**config.mk**
```make
export PLATFORM = sky130hd
export DESIGN_NAME = block_frame_writer
export DESIGN_NICKNAME = d
export VERILOG_FILES = /design/src/rtl/block_frame_writer.sv
export SDC_FILE = /design/constraint.sdc
export NUM_CORES = 1
export LEC_CHECK = 0
export ABC_AREA = 1
export CELL_PAD_IN_SITES_DETAIL_PLACEMENT = 0
export CELL_PAD_IN_SITES_GLOBAL_PLACEMENT = 1
export CORE_MARGIN = 3
export CORE_UTILIZATION = 40
export CTS_BUF_LIST = sky130_fd_sc_hd__clkbuf_8
export DETAILED_ROUTE_END_ITERATION = 10
export PLACE_DENSITY = 0.95
export SYNTH_ARGS = -nofsm -noshare
export SYNTH_HDL_FRONTEND = slang
export SYNTH_SLANG_ARGS = --single-unit
```
**constraint.sdc**
```tcl
create_clock -name clk -period 4.7 [get_ports clk]
set_clock_uncertainty 0.2 [all_clocks]
set_input_delay 0.47 -clock clk [delete_from_list [all_inputs] [get_ports clk]]
set_output_delay 0.47 -clock clk [all_outputs]
set_load 0.005 [all_outputs]
```
**src/rtl/block_frame_writer.sv**
```systemverilog
// Raster block-stream writer for the VGA double buffer; optional CLEAR pass under BLOCK_FRAME_WRITER_CLEAR_EN.
// One cycle from handshake to write strobe; in_ready drops outside FILL and in the swap cycle, wren never stalls.
module block_frame_writer #(
  parameter int HBLOCKS = 64,
  parameter int VBLOCKS = 48,
  parameter int ADDR_W  = 12,
  parameter int DATA_W  = 8
`ifdef BLOCK_FRAME_WRITER_CLEAR_EN
  ,
  parameter logic [DATA_W-1:0] BG_COLOR = '0
`endif
) (
  input  logic              clk,
  input  logic              reset,
  input  logic [9:0]        hc,
  input  logic [9:0]        vc,
  input  logic              in_valid,
  input  logic [DATA_W-1:0] in_data,
  input  logic              in_sof,
  output logic              in_ready,
  output logic [ADDR_W-1:0] write_addr,
  output logic [DATA_W-1:0] pixel_data_out,
  output logic              wren,
  output logic              frame_done,
  output logic [7:0]        torn_count
);

  localparam int COL_W = (HBLOCKS > 1) ? $clog2(HBLOCKS) : 1;
  localparam int ROW_W = (VBLOCKS > 1) ? $clog2(VBLOCKS) : 1;
  localparam logic [COL_W-1:0] COL_LAST = COL_W'(HBLOCKS - 1);
  localparam logic [ROW_W-1:0] ROW_LAST = ROW_W'(VBLOCKS - 1);

  typedef enum logic [1:0] {IDLE, FILL, CLEAR, DONE} state_t;

`ifdef BLOCK_FRAME_WRITER_CLEAR_EN
  localparam state_t START_ST = CLEAR;
`else
  localparam state_t START_ST = FILL;
`endif

  state_t            state_q, state_d;
  logic [ADDR_W-1:0] addr_q, addr_d;
  logic [COL_W-1:0]  col_q, col_d;
  logic [ROW_W-1:0]  row_q, row_d;
  logic              swap_cond_q;
  logic              wren_q, wren_d;
  logic [ADDR_W-1:0] waddr_q, waddr_d;
  logic [DATA_W-1:0] data_q, data_d;
  logic              done_q, done_d;
  logic [7:0]        torn_q, torn_d;

  logic              swap_cond;
  logic              swap_evt;
  logic              accept;
  logic              last_blk;
  logic [COL_W-1:0]  col_nx;
  logic [ROW_W-1:0]  row_nx;
  logic [7:0]        torn_inc;

  // Edge-detect the origin so a frozen counter yields a single swap event
  assign swap_cond = (hc == 10'd0) && (vc == 10'd0);
  assign swap_evt  = swap_cond && !swap_cond_q;

  assign in_ready = (state_q == FILL) && !swap_evt;
  assign accept   = in_valid && in_ready;
  assign last_blk = (col_q == COL_LAST) && (row_q == ROW_LAST);
  assign col_nx   = (col_q == COL_LAST) ? '0 : col_q + COL_W'(1);
  assign row_nx   = (col_q == COL_LAST) ? row_q + ROW_W'(1) : row_q;
  assign torn_inc = (torn_q == 8'hFF) ? torn_q : torn_q + 8'd1;

  always_comb begin
    state_d = state_q;
    addr_d  = addr_q;
    col_d   = col_q;
    row_d   = row_q;
    wren_d  = 1'b0;
    waddr_d = waddr_q;
    data_d  = data_q;
    done_d  = 1'b0;
    torn_d  = torn_q;
    case (state_q)
      IDLE, DONE: begin
        if (swap_evt) begin
          state_d = START_ST;
          addr_d  = '0;
          col_d   = '0;
          row_d   = '0;
        end
      end
      FILL: begin
        if (swap_evt) begin
          torn_d  = torn_inc;
          state_d = START_ST;
          addr_d  = '0;
          col_d   = '0;
          row_d   = '0;
        end else if (accept) begin
          wren_d = 1'b1;
          data_d = in_data;
          if (in_sof) begin
            // Start-of-frame marker realigns the raster to block (0,0)
            waddr_d = '0;
            addr_d  = ADDR_W'(1);
            col_d   = COL_W'(1);
            row_d   = '0;
          end else begin
            waddr_d = addr_q;
            addr_d  = addr_q + ADDR_W'(1);
            col_d   = col_nx;
            row_d   = row_nx;
            if (last_blk) begin
              state_d = DONE;
              done_d  = 1'b1;
            end
          end
        end
      end
`ifdef BLOCK_FRAME_WRITER_CLEAR_EN
      CLEAR: begin
        if (swap_evt) begin
          torn_d = torn_inc;
          addr_d = '0;
          col_d  = '0;
          row_d  = '0;
        end else begin
          wren_d  = 1'b1;
          waddr_d = addr_q;
          data_d  = BG_COLOR;
          addr_d  = addr_q + ADDR_W'(1);
          col_d   = col_nx;
          row_d   = row_nx;
          if (last_blk) begin
            state_d = FILL;
            addr_d  = '0;
            col_d   = '0;
            row_d   = '0;
          end
        end
      end
`endif
      default: state_d = IDLE;
    endcase
  end

  always_ff @(posedge clk) begin
    if (reset) begin
      state_q     <= IDLE;
      addr_q      <= '0;
      col_q       <= '0;
      row_q       <= '0;
      swap_cond_q <= 1'b0;
      wren_q      <= 1'b0;
      waddr_q     <= '0;
      data_q      <= '0;
      done_q      <= 1'b0;
      torn_q      <= 8'd0;
    end else begin
      state_q     <= state_d;
      addr_q      <= addr_d;
      col_q       <= col_d;
      row_q       <= row_d;
      swap_cond_q <= swap_cond;
      wren_q      <= wren_d;
      waddr_q     <= waddr_d;
      data_q      <= data_d;
      done_q      <= done_d;
      torn_q      <= torn_d;
    end
  end

  assign write_addr     = waddr_q;
  assign pixel_data_out = data_q;
  assign wren           = wren_q;
  assign frame_done     = done_q;
  assign torn_count     = torn_q;

endmodule

```
# After elaboration in Yosys (flattened, before gate mapping)
# Cells that the tools add are included.
# op_classes
add_sub_neg	4
eq_ne	10
mux	25
n_bitwise	4
n_reduce_logical	19
# op_table
operator	n
12-bit 2-to-1 mux	5
6-bit 2-to-1 mux	9
12-bit one-hot mux with 2 select lines	1
6-bit one-hot mux with 2 select lines	2
10-bit zero test	2
12-bit by 1-bit adder with 12-bit output, second input constant	1
6-bit by 1-bit adder with 6-bit output, second input constant	2
6-bit equality test, second input constant	2
2-bit 2-to-1 mux	5
3-bit != test, second input constant	3
3-bit AND reduction	3
8-bit by 1-bit adder with 8-bit output, second input constant	1
8-bit equality test, second input constant	1
4-bit AND reduction	2
1-bit logical AND	5
5-bit OR reduction	1
4-bit by 3-bit != test with 1-bit output, second input constant	1
1-bit inverter	4
2-bit one-hot mux with 2 select lines	1
3-bit OR reduction	1
2-bit by 1-bit equality test with 1-bit output, second input constant	1
2-bit equality test, second input constant	1
1-bit zero test	2
2-bit zero test	1
other kinds (4)	5
# word_totals
reg_bits	57
in_bits	32
output_inout_bits	31
elab_cells	72

# Logic depth before layout (Yosys ltp)
# logic_depth
ltp_word	9
mapped_depth	12
mapped_depth_nobuf	10

# Worst setup path after synthesis
# OpenSTA, ideal clock, no wires.
# synth_timing
path_kind	input port to flip-flop
start	in vc[3]
end	reg col_q[2]
setup_ns	0.115
arrival_time_ns	1.507
required_ns	4.385
path_slack_ns	2.878
path_stages	10
n_path_buf	2
cell_sequence	nor2_1 > nand2_1 > nor2_2 > nand4_2 > buf_6 > a21oi_4 > buf_6 > nand2_1 > nand2_1 > nor2_1
# synth_between
elab_chain_len	8
word_cells_on_any_way	11
cone_classes	eq/ne: 2; mux: 2; reduce/logical: 7
# synth_lines
element	line	text
from (decl)	16	input logic [9:0] vc,
10-bit zero test *	61	assign swap_cond = (hc == 10'd0) && (vc == 10'd0);
1-bit logical AND *	61	
1-bit logical AND *	62	assign swap_evt = swap_cond && !swap_cond_q;
1-bit zero test	64	assign in_ready = (state_q == FILL) && !swap_evt;
1-bit logical AND	64	
1-bit logical AND	65	assign accept = in_valid && in_ready;
3-bit != test (no line)	--	
3-bit AND reduction (no line)	--	
to (signal assigned)	160	col_q <= col_d;
to (decl)	43	logic [COL_W-1:0] col_q, col_d;
# Every way passes the cells marked *; elsewhere a longest branch is shown, timed or not.
# A chain may end at the register's enable or synchronous reset.

# Worst setup path after layout
# layout_timing
start	in vc[3]
end	out in_ready
# layout_between
elab_chain_len	5
# layout_lines
element	line	text
10-bit zero test	61	
1-bit logical AND	61	
1-bit logical AND	62	
1-bit zero test	64	
1-bit logical AND	64	
to (decl)	20	output logic in_ready,
# Every way passes these cells.

==> results.ini <==
[placement]
hpwlAfterDp_mm = 5.02
gp_congestion = 0.836
port_buffers = 62
dp_cells = 582
preCtsSetupSlack_ps = 1810

[final_layout]
final_cells = 597
nets = 535
layout_commonest_cell = nand2_1
drive_gt1_frac = 0.0619
most-common-layout-cells = nand2_1 (123), nor2_1 (85), clkdlybuf4s50_1 (62)
ff_latch_area_um2 = 1140
syn_to_final_growth_pct = 29.3
multi_input_area_um2 = 1580
nFillCells = 687
n_antenna_cell = 0

[synth]
synth_seq_cells = 57
ys_warn_count = 0
synth_area_um2 = 2940
yosysTopAreaCell = dfxtp_1
mappedNetlistNets = 478
synthCells = 440
yosysSeqAreaShare = 0.388
synth_top_area_frac = 0.388
avgSynthCellArea_um2 = 6.69
synthTopCellsByArea = dfxtp_1 (39%), nand2_1 (16%), nor2_1 (11%), a21oi_1 (6.1%), nand3_1 (4.9%)
ys_types = 27

[run]
drv_cap = 0

[cts]
cts_tree = done
cts-root-buf = clkbuf_8
cts_setup_buffers = 0
path_clk_slew_ps = 60
cts_max_level = 3
cts_resized = 0
clockBufferDepth = 2
numCtsBuffers = 9
clock_latency_ps = 320
cts_hold_buf = 0
cts_sinks = 57

[outcome]
status = finished clean

[route]
drt_iter0_markers = 230
vias = 2846
wire_per_inst_um = 11.8
route.detailed.vias_per_inst = 4.77
ant_nets = 0
firstDrtPassIters = 4
drc = 0
wirelength_mm = 7.07

[worst_setup_path]
cp_num_buf_inv = 3
crit_family = buffers and inverters
slowest_stage = clkdlybuf4s50_1
required_ps = 4030
arrival_ps = 2200
cp_max_fo = 7
path_cells = clkdlybuf4s50_1 -> nor2_1 -> nand2_1 -> nor2_2 -> nand4_2 -> nand2_1 -> inv_1 -> clkdlybuf4s50_1
worstSetupEndpointType = output port
critPathMaxStageDelay_ps = 450
path_class = in2out
worst_setup_path_start_kind = input port

[sta]
hold_viol = 0
rsz0062_at_grt = no
final.setup.tns_ps = 0
setup_viol = 0
slew_viol_final = 0
final.period_utilization = 0.610
finalWorstSetupSlack_ps = 1830
timing.hold.ws_ps = 264
worst_pin_slew_ps = 760
max_freq_mhz = 349
slew_headroom = 0.492
period_minus_slack_ps = 2870

[floorplan]
die_area_um2 = 8420
io_pins = 63
start_util = 0.424
die_h_um = 91.8
die_x_um = 91.8
placementRows = 30
design.core.area_um2 = 6940

[pwr]
p_per_area_nw_per_um2 = 335
ir_drop_uv = 196
power_leakage_uw = 0.00143

[grt]
grtUsageTotal = 0.174
grt_max_degree = 36
grt_first_pass_wirelength_mm = 12.0
grt_overflow = 0
grt_pass1_vias = 2701
antenna_found_initial = 0

[hold_path]
hp-class = reg2reg

==> through the flow <==
step	total power, uW	cell area (um^2)	util
3_5_place_dp	796	3590	0.517
5_1_grt	1340	3800	0.548
2_1_floorplan	710	2940	-
6_report	1270	3800	0.548
4_1_cts	1290	3800	0.548
3_3_place_gp	792	3590	0.517
==> worst reg2reg max path: cells and delay by family (launching register included) <==
family | cells | cell delay (ps)
buf+inv | 2 | 430
compound gates | 2 | 690
simple gates | 3 | 390
flops | 1 | 330
fa+ha+maj | 1 | 330
==> cell usage after synthesis <==
cell	number
inv_2	2
buf_6	3
nor3b_1	2
clkbuf_1	7
nor4_1	2
o21ai_0	12
nand2_4	1
ha_1	6
nand3_1	29
nor2_1	85
and2_1	1
a21oi_4	1
nand2_2	3
xor2_1	9
nand2_1	123
nor2_2	5
dfxtp_1	57
nand4_2	1
xnor2_1	5
buf_2	6
a21oi_1	36
nand4_1	9
buf_4	2
nor3_2	1
nor2_4	1
o21bai_2	1
inv_1	30
==> final timing paths <==
path	startpoint	end	slack [ps]	cells after the start
worst min register to register	write_addr[11]	write_addr[11]	260	2
worst max register to register	state_q[1]	col_q[3]	2230	8
worst min-delay path	write_addr[11]	write_addr[11]	260	2
worst max-delay path	vc[3]	in_ready	1830	8
==> routing by layer <==
| layer | track usage | routed length, um | up-vias |
|---|---|---|---|
| met5 | 0 | 0 | - |
| met4 | 0.0582 | 82 | 0 |
| met3 | 0.0492 | 377 | 8 |
| met2 | 0.282 | 3240 | 71 |
| met1 | 0.223 | 3370 | 1262 |
| li1 | - | - | 1505 |
==> kinds of logic after synthesis <==
family,after synthesis,share of synthesized area
AO/OA/AOI/OAI,50,0.0910
XOR/XNOR,14,0.0417
adder cells (fa/ha/maj),6,0.0255
buffers and inverters,50,0.0765
flip-flops,57,0.388
AND/OR/NAND/NOR,263,0.378
==> area by class of cell <==
class                           instances  share of cell area
Clock inverter                          5              0.0191
Inverter                               32              0.0316
Tap cell                               96              0.0316
Clock buffer                           10              0.0362
Timing Repair Buffer                   64               0.167
Sequential cell                        57               0.300
Multi-Input combinational cell        333               0.414
==> where the power goes <==
group | switching (uW) | leakage, uW | internal (uW)
logic | 157 | 0.000851 | 98.4
registers | 19.1 | 0.000460 | 509
clock network | 186 | 0.000115 | 305
==> flip-flops by register name (all words and copies together), names as in the netlist <==
register	flops
col_q	6
wren	1
state_q	2
write_addr	12
row_q	6
addr_q	12
swap_cond_q	1
torn_count	8
pixel_data_out	8
frame_done	1
Power figures use the tool's default switching activity.
